[config.mk]
export PLATFORM = sky130hd
export DESIGN_NAME = lot_occupancy_tracker
export DESIGN_NICKNAME = d
export VERILOG_FILES = /design/src/rtl/lot_pkg.sv /design/src/rtl/gate_sequence_fsm.sv /design/src/rtl/lot_occupancy_tracker.sv
export SDC_FILE = /design/constraint.sdc
export NUM_CORES = 1
export LEC_CHECK = 0
export CAP_MARGIN = 15
export CORE_ASPECT_RATIO = 1.1
export CORE_MARGIN = 2
export CORE_UTILIZATION = 40
export CTS_BUF_LIST = sky130_fd_sc_hd__clkbuf_4 sky130_fd_sc_hd__clkbuf_8
export CTS_CLUSTER_SIZE = 28
export DETAILED_ROUTE_END_ITERATION = 16
export PLACE_DENSITY = 0.7
export SLEW_MARGIN = 5
export SYNTH_ARGS = -nofsm -noshare
export SYNTH_HDL_FRONTEND = slang
export SYNTH_SLANG_ARGS = --single-unit
export TNS_END_PERCENT = 100
[constraint.sdc]
create_clock -name clk -period 3.45 [get_ports clk]
set_clock_uncertainty 0.2 [all_clocks]
set_input_delay 0.345 -clock clk [delete_from_list [all_inputs] [get_ports clk]]
set_output_delay 0.345 -clock clk [all_outputs]
set_load 0.05 [all_outputs]
[src/rtl/lot_pkg.sv]
// Shared types and constants for the parking-lot gate monitor.
// The sensor pair is always packed as ab = {outer, inner}, 1 = beam blocked.
package lot_pkg;

    typedef enum logic [2:0] {
        IDLE,
        ENT_A,
        ENT_AB,
        ENT_B,
        EXT_B,
        EXT_AB,
        EXT_A,
        ERR
    } gate_state_t;

    localparam logic [1:0] AB_NONE = 2'b00;
    localparam logic [1:0] AB_A    = 2'b10;
    localparam logic [1:0] AB_B    = 2'b01;
    localparam logic [1:0] AB_BOTH = 2'b11;

endpackage : lot_pkg

[src/rtl/gate_sequence_fsm.sv]
// Decodes the synchronised outer/inner beam sequence into completed entry and
// exit events. A car must break outer, both, inner, then clear (or the reverse)
// to count; aborts and back-outs return to IDLE silently, and impossible jumps
// park the machine in ERR until both beams clear.
// enter_set/exit_set are the combinational completion strobes: the owner of the
// car count uses them so its register updates on the same edge as the pulses.
module gate_sequence_fsm
    import lot_pkg::*;
(
    input  logic       clk,
    input  logic       reset,
    input  logic [1:0] ab,
    output logic       enter_set,
    output logic       exit_set,
    output logic       enter_pulse,
    output logic       exit_pulse,
    output logic       error
);

    gate_state_t state_q;
    gate_state_t state_d;
    logic        enter_pulse_q;
    logic        exit_pulse_q;

    // State and pulse registers; reset abandons any car in progress.
    always_ff @(posedge clk or negedge reset) begin
        if (!reset) begin
            state_q       <= IDLE;
            enter_pulse_q <= 1'b0;
            exit_pulse_q  <= 1'b0;
        end else begin
            state_q       <= state_d;
            enter_pulse_q <= enter_set;
            exit_pulse_q  <= exit_set;
        end
    end

    // Next-state decode; any beam pattern not listed for a state holds it.
    always_comb begin
        state_d = state_q;
        unique case (state_q)
            IDLE: begin
                if      (ab == AB_A)    state_d = ENT_A;
                else if (ab == AB_B)    state_d = EXT_B;
                else if (ab == AB_BOTH) state_d = ERR;
            end
            ENT_A: begin
                if      (ab == AB_BOTH) state_d = ENT_AB;
                else if (ab == AB_NONE) state_d = IDLE;
                else if (ab == AB_B)    state_d = ERR;
            end
            ENT_AB: begin
                if      (ab == AB_B)    state_d = ENT_B;
                else if (ab == AB_A)    state_d = ENT_A;
                else if (ab == AB_NONE) state_d = ERR;
            end
            ENT_B: begin
                if      (ab == AB_NONE) state_d = IDLE;
                else if (ab == AB_BOTH) state_d = ENT_AB;
                else if (ab == AB_A)    state_d = ERR;
            end
            EXT_B: begin
                if      (ab == AB_BOTH) state_d = EXT_AB;
                else if (ab == AB_NONE) state_d = IDLE;
                else if (ab == AB_A)    state_d = ERR;
            end
            EXT_AB: begin
                if      (ab == AB_A)    state_d = EXT_A;
                else if (ab == AB_B)    state_d = EXT_B;
                else if (ab == AB_NONE) state_d = ERR;
            end
            EXT_A: begin
                if      (ab == AB_NONE) state_d = IDLE;
                else if (ab == AB_BOTH) state_d = EXT_AB;
                else if (ab == AB_B)    state_d = ERR;
            end
            ERR: begin
                if (ab == AB_NONE) state_d = IDLE;
            end
            default: state_d = IDLE;
        endcase
    end

    // Completion strobes and status outputs; the two strobes come from
    // different states so they can never be high together.
    always_comb begin
        enter_set   = (state_q == ENT_B) && (ab == AB_NONE);
        exit_set    = (state_q == EXT_A) && (ab == AB_NONE);
        enter_pulse = enter_pulse_q;
        exit_pulse  = exit_pulse_q;
        error       = (state_q == ERR);
    end

endmodule : gate_sequence_fsm

[src/rtl/lot_occupancy_tracker.sv]
// Parking-lot gate monitor: synchronises the two raw photo-sensors, runs the
// gate sequence decoder and keeps a saturating count of cars in the lot.
// A raw sensor change before edge N reaches the decoder at edge N+2, where the
// event pulse and the count update are registered together.
module lot_occupancy_tracker
    import lot_pkg::*;
#(
    parameter  int MAX_CARS = 16,
    localparam int CW       = $clog2(MAX_CARS + 1)
) (
    input  logic          clk,
    input  logic          reset,
    input  logic          sensor_a,
    input  logic          sensor_b,
    output logic [CW-1:0] count,
    output logic          occupied,
    output logic          full,
    output logic          enter_pulse,
    output logic          exit_pulse,
    output logic          error
);

    localparam logic [CW-1:0] CAP = CW'(MAX_CARS);

    logic [1:0]    ab_meta_q;
    logic [1:0]    ab_q;
    logic [CW-1:0] count_q;
    logic [CW-1:0] count_d;
    logic          enter_set;
    logic          exit_set;

    // Two-flop synchroniser for both sensors, packed as {outer, inner}.
    always_ff @(posedge clk or negedge reset) begin
        if (!reset) begin
            ab_meta_q <= AB_NONE;
            ab_q      <= AB_NONE;
        end else begin
            ab_meta_q <= {sensor_a, sensor_b};
            ab_q      <= ab_meta_q;
        end
    end

    gate_sequence_fsm u_fsm (
        .clk         (clk),
        .reset       (reset),
        .ab          (ab_q),
        .enter_set   (enter_set),
        .exit_set    (exit_set),
        .enter_pulse (enter_pulse),
        .exit_pulse  (exit_pulse),
        .error       (error)
    );

    // Saturating count: entries stop at capacity, exits stop at zero; the
    // events themselves are still reported even when the count cannot move.
    always_comb begin
        count_d = count_q;
        if (enter_set && (count_q != CAP)) begin
            count_d = count_q + CW'(1);
        end else if (exit_set && (count_q != '0)) begin
            count_d = count_q - CW'(1);
        end
    end

    // Count register, updated on the same edge as the event pulses.
    always_ff @(posedge clk or negedge reset) begin
        if (!reset) begin
            count_q <= '0;
        end else begin
            count_q <= count_d;
        end
    end

    // Status flags decoded straight from the count register.
    always_comb begin
        count    = count_q;
        occupied = (count_q != '0);
        full     = (count_q == CAP);
    end

endmodule : lot_occupancy_tracker
Word-level counts from Yosys, hierarchy flattened
Index checks and enable logic that the tools add are counted.
{"block": "totals", "input_bits": 4, "output_inout_bits": 10, "reg_bits": 14}
{"block": "op_classes", "n_addsub": 2, "reduce_logical": 9, "mux": 22, "eq_ne": 14}
{"op": "3-bit two-way mux", "count": 19}
{"op": "3-bit one-hot mux with 8 select lines", "count": 1}
{"op": "3-bit equality test (second input constant)", "count": 4}
{"op": "5-bit two-way mux", "count": 2}
{"op": "3-bit by 2-bit equality test with 1-bit output (second input constant)", "count": 2}
{"op": "5-bit by 1-bit adder with 5-bit output (second input constant)", "count": 1}
{"op": "5-bit equality test (second input constant)", "count": 1}
{"op": "5-bit != test (second input constant)", "count": 1}
{"op": "5-bit nonzero test", "count": 1}
{"op": "5-bit by 1-bit subtractor with 5-bit output (second input constant)", "count": 1}
{"op": "2-bit equality test (second input constant)", "count": 2}
{"op": "1-bit logical AND", "count": 4}
{"op": "4-bit by 1-bit != test with 1-bit output (second input constant)", "count": 1}
{"op": "3-bit by 1-bit equality test with 1-bit output (second input constant)", "count": 1}
{"op": "3-bit zero test", "count": 1}
{"op": "2-bit by 1-bit equality test with 1-bit output (second input constant)", "count": 1}
{"op": "2-bit zero test", "count": 1}
{"op": "2-bit by 1-bit != test with 1-bit output (second input constant)", "count": 1}
{"op": "2-bit AND reduction", "count": 1}
{"op": "2-bit nonzero test", "count": 1}

Depth between registers and ports, before layout
Gate-level depths: netlist (run 1).
{"block": "logic_depth", "depth_word": 5, "depth_mapped": 11}

Hierarchy
Synthesis (run 1) repeated with hierarchy kept, for this count alone.
{"block": "hier_totals", "hier_cells": 109, "area_unflattened_um2": 1029.7}
{"module": "gate_sequence_fsm", "n_inst": 1, "seq_area_each_um2": 125.1, "area_each_um2": 520.5, "cells_per_inst": 66}
{"module": "lot_occupancy_tracker", "n_inst": 1, "seq_area_each_um2": 225.2, "area_each_um2": 509.2, "cells_per_inst": 43}

Worst setup path before layout (run 1)
OpenSTA, ideal clock, no wires.
{"block": "synth_path", "path_kind": "reg-to-reg", "from": "register ab_q[0]", "to": "register count_q[4], in the netlist count[4]", "t_arrival_ps": 2370, "slack_ps": 739, "path_stages_with_launch": 12, "path_buffers": 1, "period_less_slack_ps": 2711, "required_time_ps": 3108, "cell_sequence": "dfrtp_1 -> clkbuf_1 -> inv_1 -> ha_1 -> and3_1 -> and2_1 -> inv_1 -> ha_1 -> a21o_1 -> a21oi_1 -> mux2i_1 -> xnor2_1"}
{"block": "synth_via", "elab_chain_len": 4}
{"item": "start: declaration", "line_no": "lot_occupancy_tracker.sv:26", "text": "logic [1:0] ab_q;"}
{"item": "start signal: assignment", "line_no": "lot_occupancy_tracker.sv:39", "text": "ab_q <= ab_meta_q;"}
{"item": "2-bit zero test (*)", "line_no": "gate_sequence_fsm.sv:87", "text": "enter_set = (state_q == ENT_B) && (ab == AB_NONE);"}
{"item": "1-bit logical AND (*)", "line_no": "gate_sequence_fsm.sv:87"}
{"item": "via enter_set", "line_no": "lot_occupancy_tracker.sv:29", "text": "logic enter_set;"}
{"item": "1-bit logical AND (*)", "line_no": "lot_occupancy_tracker.sv:58", "text": "if (enter_set && (count_q != CAP)) begin"}
{"item": "5-bit two-way mux / 2-bit nonzero test (equally long branches)"}
{"item": "end signal: assignment", "line_no": "lot_occupancy_tracker.sv:70", "text": "count_q <= count_d;"}
{"item": "end: declaration", "line_no": "lot_occupancy_tracker.sv:27", "text": "logic [CW-1:0] count_q;"}
Mark *: on every way through the listed nets, which the timed path passes. The rest lies on a longest branch.
A chain may end at the register's enable or synchronous reset.

Final worst setup path (run 1)
Ends and elaborated chain as after synthesis.

==> results of run 1 <==
-- where the power goes --
part           switching (mW)  internal [mW]
sequential             0.0662          0.217
combinational           0.403          0.300
clock                  0.0525         0.0642
total                   0.522          0.582
-- flip-flops by register name (all words and copies together) (netlist names) --
| signal | cells |
|---|---|
| ab_meta_q | 2 |
| u_fsm.enter_pulse | 1 |
| ab_q | 2 |
| count | 5 |
| u_fsm.state_q | 3 |
| u_fsm.exit_pulse | 1 |
-- worst reg2reg max path: cells and delay by family, from the launching register on --
kind	cells	cell delay, ns
XOR/XNOR	1	0.13
AO/OA/AOI/OAI	2	0.39
buffers and inverters	2	0.34
flip-flops	1	0.53
adder cells (fa/ha/maj)	2	0.56
multiplexers	1	0.24
AND/OR/NAND/NOR	2	0.45
-- synthesized netlist by cell type (all sizes together) (2+ instances only) --
library cell / count
nand2: 7
a31oi: 2
mux2i: 3
a21oi: 6
a21o: 3
nor4: 3
dfrtp: 14
and2: 2
nor2: 9
buf: 6
nor2b: 2
nand2b: 5
and3: 2
xnor2: 4
nor3: 3
o21ai: 4
inv: 7
ha: 9
mux2: 2
-- stage by stage --
| stage | worst slack, ns | area [um2] | hold slack (ns) | utilization, % | power [mW] |
|---|---|---|---|---|---|
| 2_1_floorplan | 0.739 | 1040 | -0.151 | - | 0.813 |
| 3_3_place_gp | 0.729 | 1180 | 0.137 | 47.8 | 0.966 |
| 3_5_place_dp | 0.592 | 1180 | 0.137 | 47.8 | 0.984 |
| 4_1_cts | 0.573 | 1220 | 0.155 | 49.3 | 1.11 |
| 5_1_grt | 0.374 | 1220 | 0.165 | 49.3 | 1.19 |
| 6_report | 0.561 | 1220 | 0.151 | 49.3 | 1.10 |
-- path summary, 6_finish.rpt --
kind / endpoint / from / depth (start not counted)
max: count[4] / ab_q[0] / 10
min: ab_q[1] / ab_meta_q[1] / 0
max reg2reg: count[4] / ab_q[0] / 10
min reg2reg: ab_q[1] / ab_meta_q[1] / 0
max in group asynchronous: count[0] / reset / 1
min in group asynchronous: count[1] / reset / 1
-- layout make-up --
cell class              instances  area, um2
flip-flops and latches         14        350
multi-input cells              82        622
clock buffers                   4       36.3
repair buffers                 15        145
inverters                       7       26.3
well taps                      31       38.8
fillers                       239       1250
-- layer usage --
metal  up-vias  global-route usage (%)  wire length [um]
met5         -                       0                 0
met1       413                    20.2               927
met3         7                    5.76                88
met2        22                    26.8              1060
met4         0                    5.13                25
li1        414                       -                 -
-- kinds of logic (layout without fill, tap and decap cells) --
logic type      count (synthesis)  in the layout
compound gates                 24             24
xor+xnor                        4              4
fa+ha+maj                      10             10
buf+inv                        14             26
flops                          14             14
mux                             6              6
simple gates                   38             38
==> flow_summary.yaml, run 1 <==
outcome:
  run_status: "complete, no violations"
grt:
  grt_pass1_wl_mm: 3.65
  overflow: 0
  antenna_found_initial: 0
  first_global_vias: 816
  grt_max_degree: 21
  grt_use_total_pct: 16.4
pwr:
  p_leak_nw: 0.536
  vdd_drop_max_mv: 0.532
  power_density_mw_per_mm2: 905
yosys:
  synth_warnings: 0
  ys_seq_area_share_pct: 33.8
  synth_top_area_share_pct: 33.8
  syn_avg_cell_area_um2: 9.43
  yosys-mux-area-fraction_pct: 7.60
  synthesis.area_mm2: 0.00104
  async_flop_share_pct: 100
  yosys.area.top_type: "dfrtp_1"
  syn-instance-count: 110
  synth_top_family_by_area: "simple AND/OR/NAND/NOR gates"
  synth-edff-count: 0
  synth_compound_area_share_pct: 15.4
  syn_nets: 124
  synth.area.top_cells: "dfrtp_1 34%, ha_1 11%, xnor2_1 3.4%"
  synth_cell_types: 40
  synth_xor_area_share_pct: 3.38
  synthFlopType: "dfrtp_1"
  synth_fa_ha_area_share_pct: 12.8
  synth-simple-area-share_pct: 20.7
  ys_ff_latch: 14
layout:
  drive_gt1_share_pct: 7.38
  fin_cells: 153
  synthToLayoutAreaGrowth_pct: 17.5
  final_nets: 137
  layout_commonest_cell: "dfrtp_1"
  n_antenna_cell: 0
  mostFrequentLayoutCells: "14 x dfrtp_1, 13 x clkdlybuf4s50_1, 9 x ha_1"
routing:
  num_vias: 856
  vias_per_cell: 5.59
  avgRoutedWirePerCell_um: 13.7
  drt_iter0_drc: 24
  antenna_left: 0
  routed_wl_mm: 2.10
  drc: 0
  drtPass1Iterations: 4
worst_setup_path:
  cpPeakStageDelay_ns: 0.53
  critPathArrivalTime_ns: 2.90
  critical_path_buf_inv_count: 2
  critPathKind: "reg2reg"
  path_cells: "inv_1 -> ha_1 -> and3_1 -> and2_1 -> inv_1 -> ha_1 -> a21o_1 -> a21oi_1 -> mux2i_1 -> xnor2_1"
  cp-start-kind: "flip-flop"
  critical_path.slowest_cell: "dfrtp_1"
  r2r_slack_ns: 0.56
  end_kind: "flip-flop"
  cp_top_family: "adder cells"
  critPathMaxFanout: 13
  worst_ep_required_time_ns: 3.46
clock_tree:
  numCtsBuffers: 3
  cts_root_buf: "clkbuf_4"
  clkLatencyLatePin_ns: 0.28
  cts_setup_buffers: 0
  cts_max_level: 1
  hold_buffers: 0
  ctsResizeCount: 0
  cts_buffer_depth: 2
  cts_tree: "yes"
  clk_pin_slew_ns: 0.09
  clock-sinks: 14
timing:
  tightest_slew_ns: 0.623
  fin_setup_tns_ns: 0
  slew_violations: 0
  timing.final.crit_share_pct: 83.7
  rsz0062_at_grt: "false"
  setup_viol: 0
  finalCriticalPeriod_ns: 2.89
  fmax_mhz: 346
  timing.slew.headroom_pct: 58.3
  hold_viol_final: 0
die:
  die_y_um: 57.4
  ios: 14
  die_area_mm2: 0.00302
  initial_utilization_pct: 42.0
  rows: 19
  die_w_um: 52.6
  coreArea_mm2: 0.00247
placement:
  place_inst: 149
  port_buffers: 13
  hpwlAfterDp_mm: 1.60
  routabilityCongestion: 0.859
hold_path:
  worstHoldPathType: "reg2reg"
flow_run:
  drv_cap: 0
(Power assumes the default switching activity.)
==> run 2, diff against run 1 <==
==> constraint.sdc (replaced) <==
create_clock -name clk -period 2.96 [get_ports clk]
set_clock_uncertainty 0.2 [all_clocks]
set_input_delay 0.296 -clock clk [delete_from_list [all_inputs] [get_ports clk]]
set_output_delay 0.296 -clock clk [all_outputs]
set_load 0.05 [all_outputs]
==> flow_summary.yaml, run 2 (same netlist as run 1, synthesis figures left out) <==
clock_tree:
  ctsResizeCount: 0
  cts_buffer_depth: 2
  clock-sinks: 14
  clk_pin_slew_ns: 0.07
  hold_buffers: 0
  cts_setup_buffers: 0
  cts_max_level: 1
  clkLatencyLatePin_ns: 0.27
  numCtsBuffers: 3
  cts_tree: "yes"
  cts_root_buf: "clkbuf_4"
worst_setup_path:
  critPathArrivalTime_ns: 2.63
  end_kind: "flip-flop"
  worst_ep_required_time_ns: 2.96
  r2r_cells: 10
  critPathKind: "reg2reg"
  critPathMaxFanout: 5
  cp-start-kind: "flip-flop"
timing:
  layout_setup_ws_ns: 0.329
  timing.final.crit_share_pct: 88.9
  tightest_slew_ns: 0.599
  finalCriticalPeriod_ns: 2.63
  holdWs_ns: 0.152
  rsz0062_at_grt: "false"
  setup_viol: 0
  timing.slew.headroom_pct: 60.0
  hold_viol_final: 0
  fin_setup_tns_ns: 0
  fmax_mhz: 380
  slew_violations: 0
die:
  die_y_um: 57.4
  coreArea_mm2: 0.00247
  initial_utilization_pct: 42.0
  ios: 14
  die_area_mm2: 0.00302
  die_w_um: 52.6
  rows: 19
layout:
  final_nets: 140
  largest_register_ffs: 5
  synthToLayoutAreaGrowth_pct: 19.7
  layout_commonest_cell: "dfrtp_1"
  utilization_pct: 50.2
  fillerInstances: 234
  n_antenna_cell: 0
  drive_gt1_share_pct: 9.60
  mostFrequentLayoutCells: "14 x dfrtp_1, 13 x clkdlybuf4s50_1, 9 x ha_1"
grt:
  use_met1_pct: 20.6
  met2_usage_pct: 25.7
  grt_max_degree: 21
  antenna_found_initial: 0
  grt_pass1_wl_mm: 3.64
  busiest_layer: "met2"
  first_global_vias: 863
  overflow: 0
  grt_use_total_pct: 15.6
  grt_util_met3_pct: 4.19
placement:
  port_buffers: 13
  hpwlAfterDp_mm: 1.45
  routabilityCongestion: 0.848
  pre_cts_slack_ns: 0.336
routing:
  routed_wl_mm: 1.94
  drc: 0
  num_vias: 866
  antenna_left: 0
  vias_per_cell: 5.55
  drt_iter0_drc: 17
  avgRoutedWirePerCell_um: 12.4
  drtPass1Iterations: 4
pwr:
  p_leak_nw: 0.550
  p_sw_share_pct: 46.1
  clkPwrFrac_pct: 10.2
  power_frac_comb_pct: 65.8
  power_frac_seq_pct: 24.0
  vdd_drop_max_mv: 0.666
  p_int_mw: 0.686
  power.total_mw: 1.27
  power_density_mw_per_mm2: 1020
  p_sw_mw: 0.586
flow_run:
  drv_cap: 0
hold_path:
  worstHoldPathType: "reg2reg"
  hold_depth: 0
outcome:
  run_status: "complete, no violations"
run 2: changes by cell type in the layout (fill, tap and decap cells not counted), sizes merged:
| cell | before | now |
|---|---|---|
| buf | 2 | 5 |
run 2: path summary, 6_finish.rpt:
kind | start | end | slack, ns
max | ab_q[0] | count[4] | 0.33
min in group asynchronous | reset | count[4] | 0.20
min | ab_meta_q[0] | ab_q[0] | 0.15
max in group asynchronous | reset | count[3] | 1.97
min reg2reg | ab_meta_q[0] | ab_q[0] | 0.15
max reg2reg | ab_q[0] | count[4] | 0.33
run 2: final cells by class:
cell class | instances | area, um2 | area share [%]
inverters | 7 | 26.3 | 2.12
clock buffers | 4 | 36.3 | 2.92
multi-input cells | 82 | 622 | 50.1
well taps | 31 | 38.8 | 3.13
repair buffers | 18 | 168 | 13.5
flip-flops and latches | 14 | 350 | 28.2
run 2: critical path, cell delays in order (launching register included):
cell,delay (ns)
dfrtp_1,0.38
inv_1,0.14
ha_1,0.22
and3_1,0.18
and2_1,0.24
inv_1,0.11
ha_1,0.33
a21o_1,0.20
a21oi_1,0.18
mux2i_1,0.23
xnor2_1,0.14
run 2: power groups by stage:
stage          Clock (mW)  Sequential, mW  Combinational, mW
3_5_place_dp            0           0.309              0.831
2_1_floorplan           0           0.433              0.514
4_1_cts             0.135           0.306              0.838
6_report            0.129           0.305              0.837
5_1_grt             0.148           0.315              0.921
3_3_place_gp            0           0.307              0.820
run 2: metal layers:
metal,vias to the layer above,share of wire (%)
li1,423,-
met1,412,44
met2,29,50
met3,2,5.6
met4,0,0.88
met5,-,0
run 2: per-stage QoR:
stage / instances / cell area (um2)
6_report: 156 / 1240
3_5_place_dp: 152 / 1200
2_1_floorplan: 110 / 1040
3_3_place_gp: 152 / 1200
5_1_grt: 156 / 1240
4_1_cts: 156 / 1240
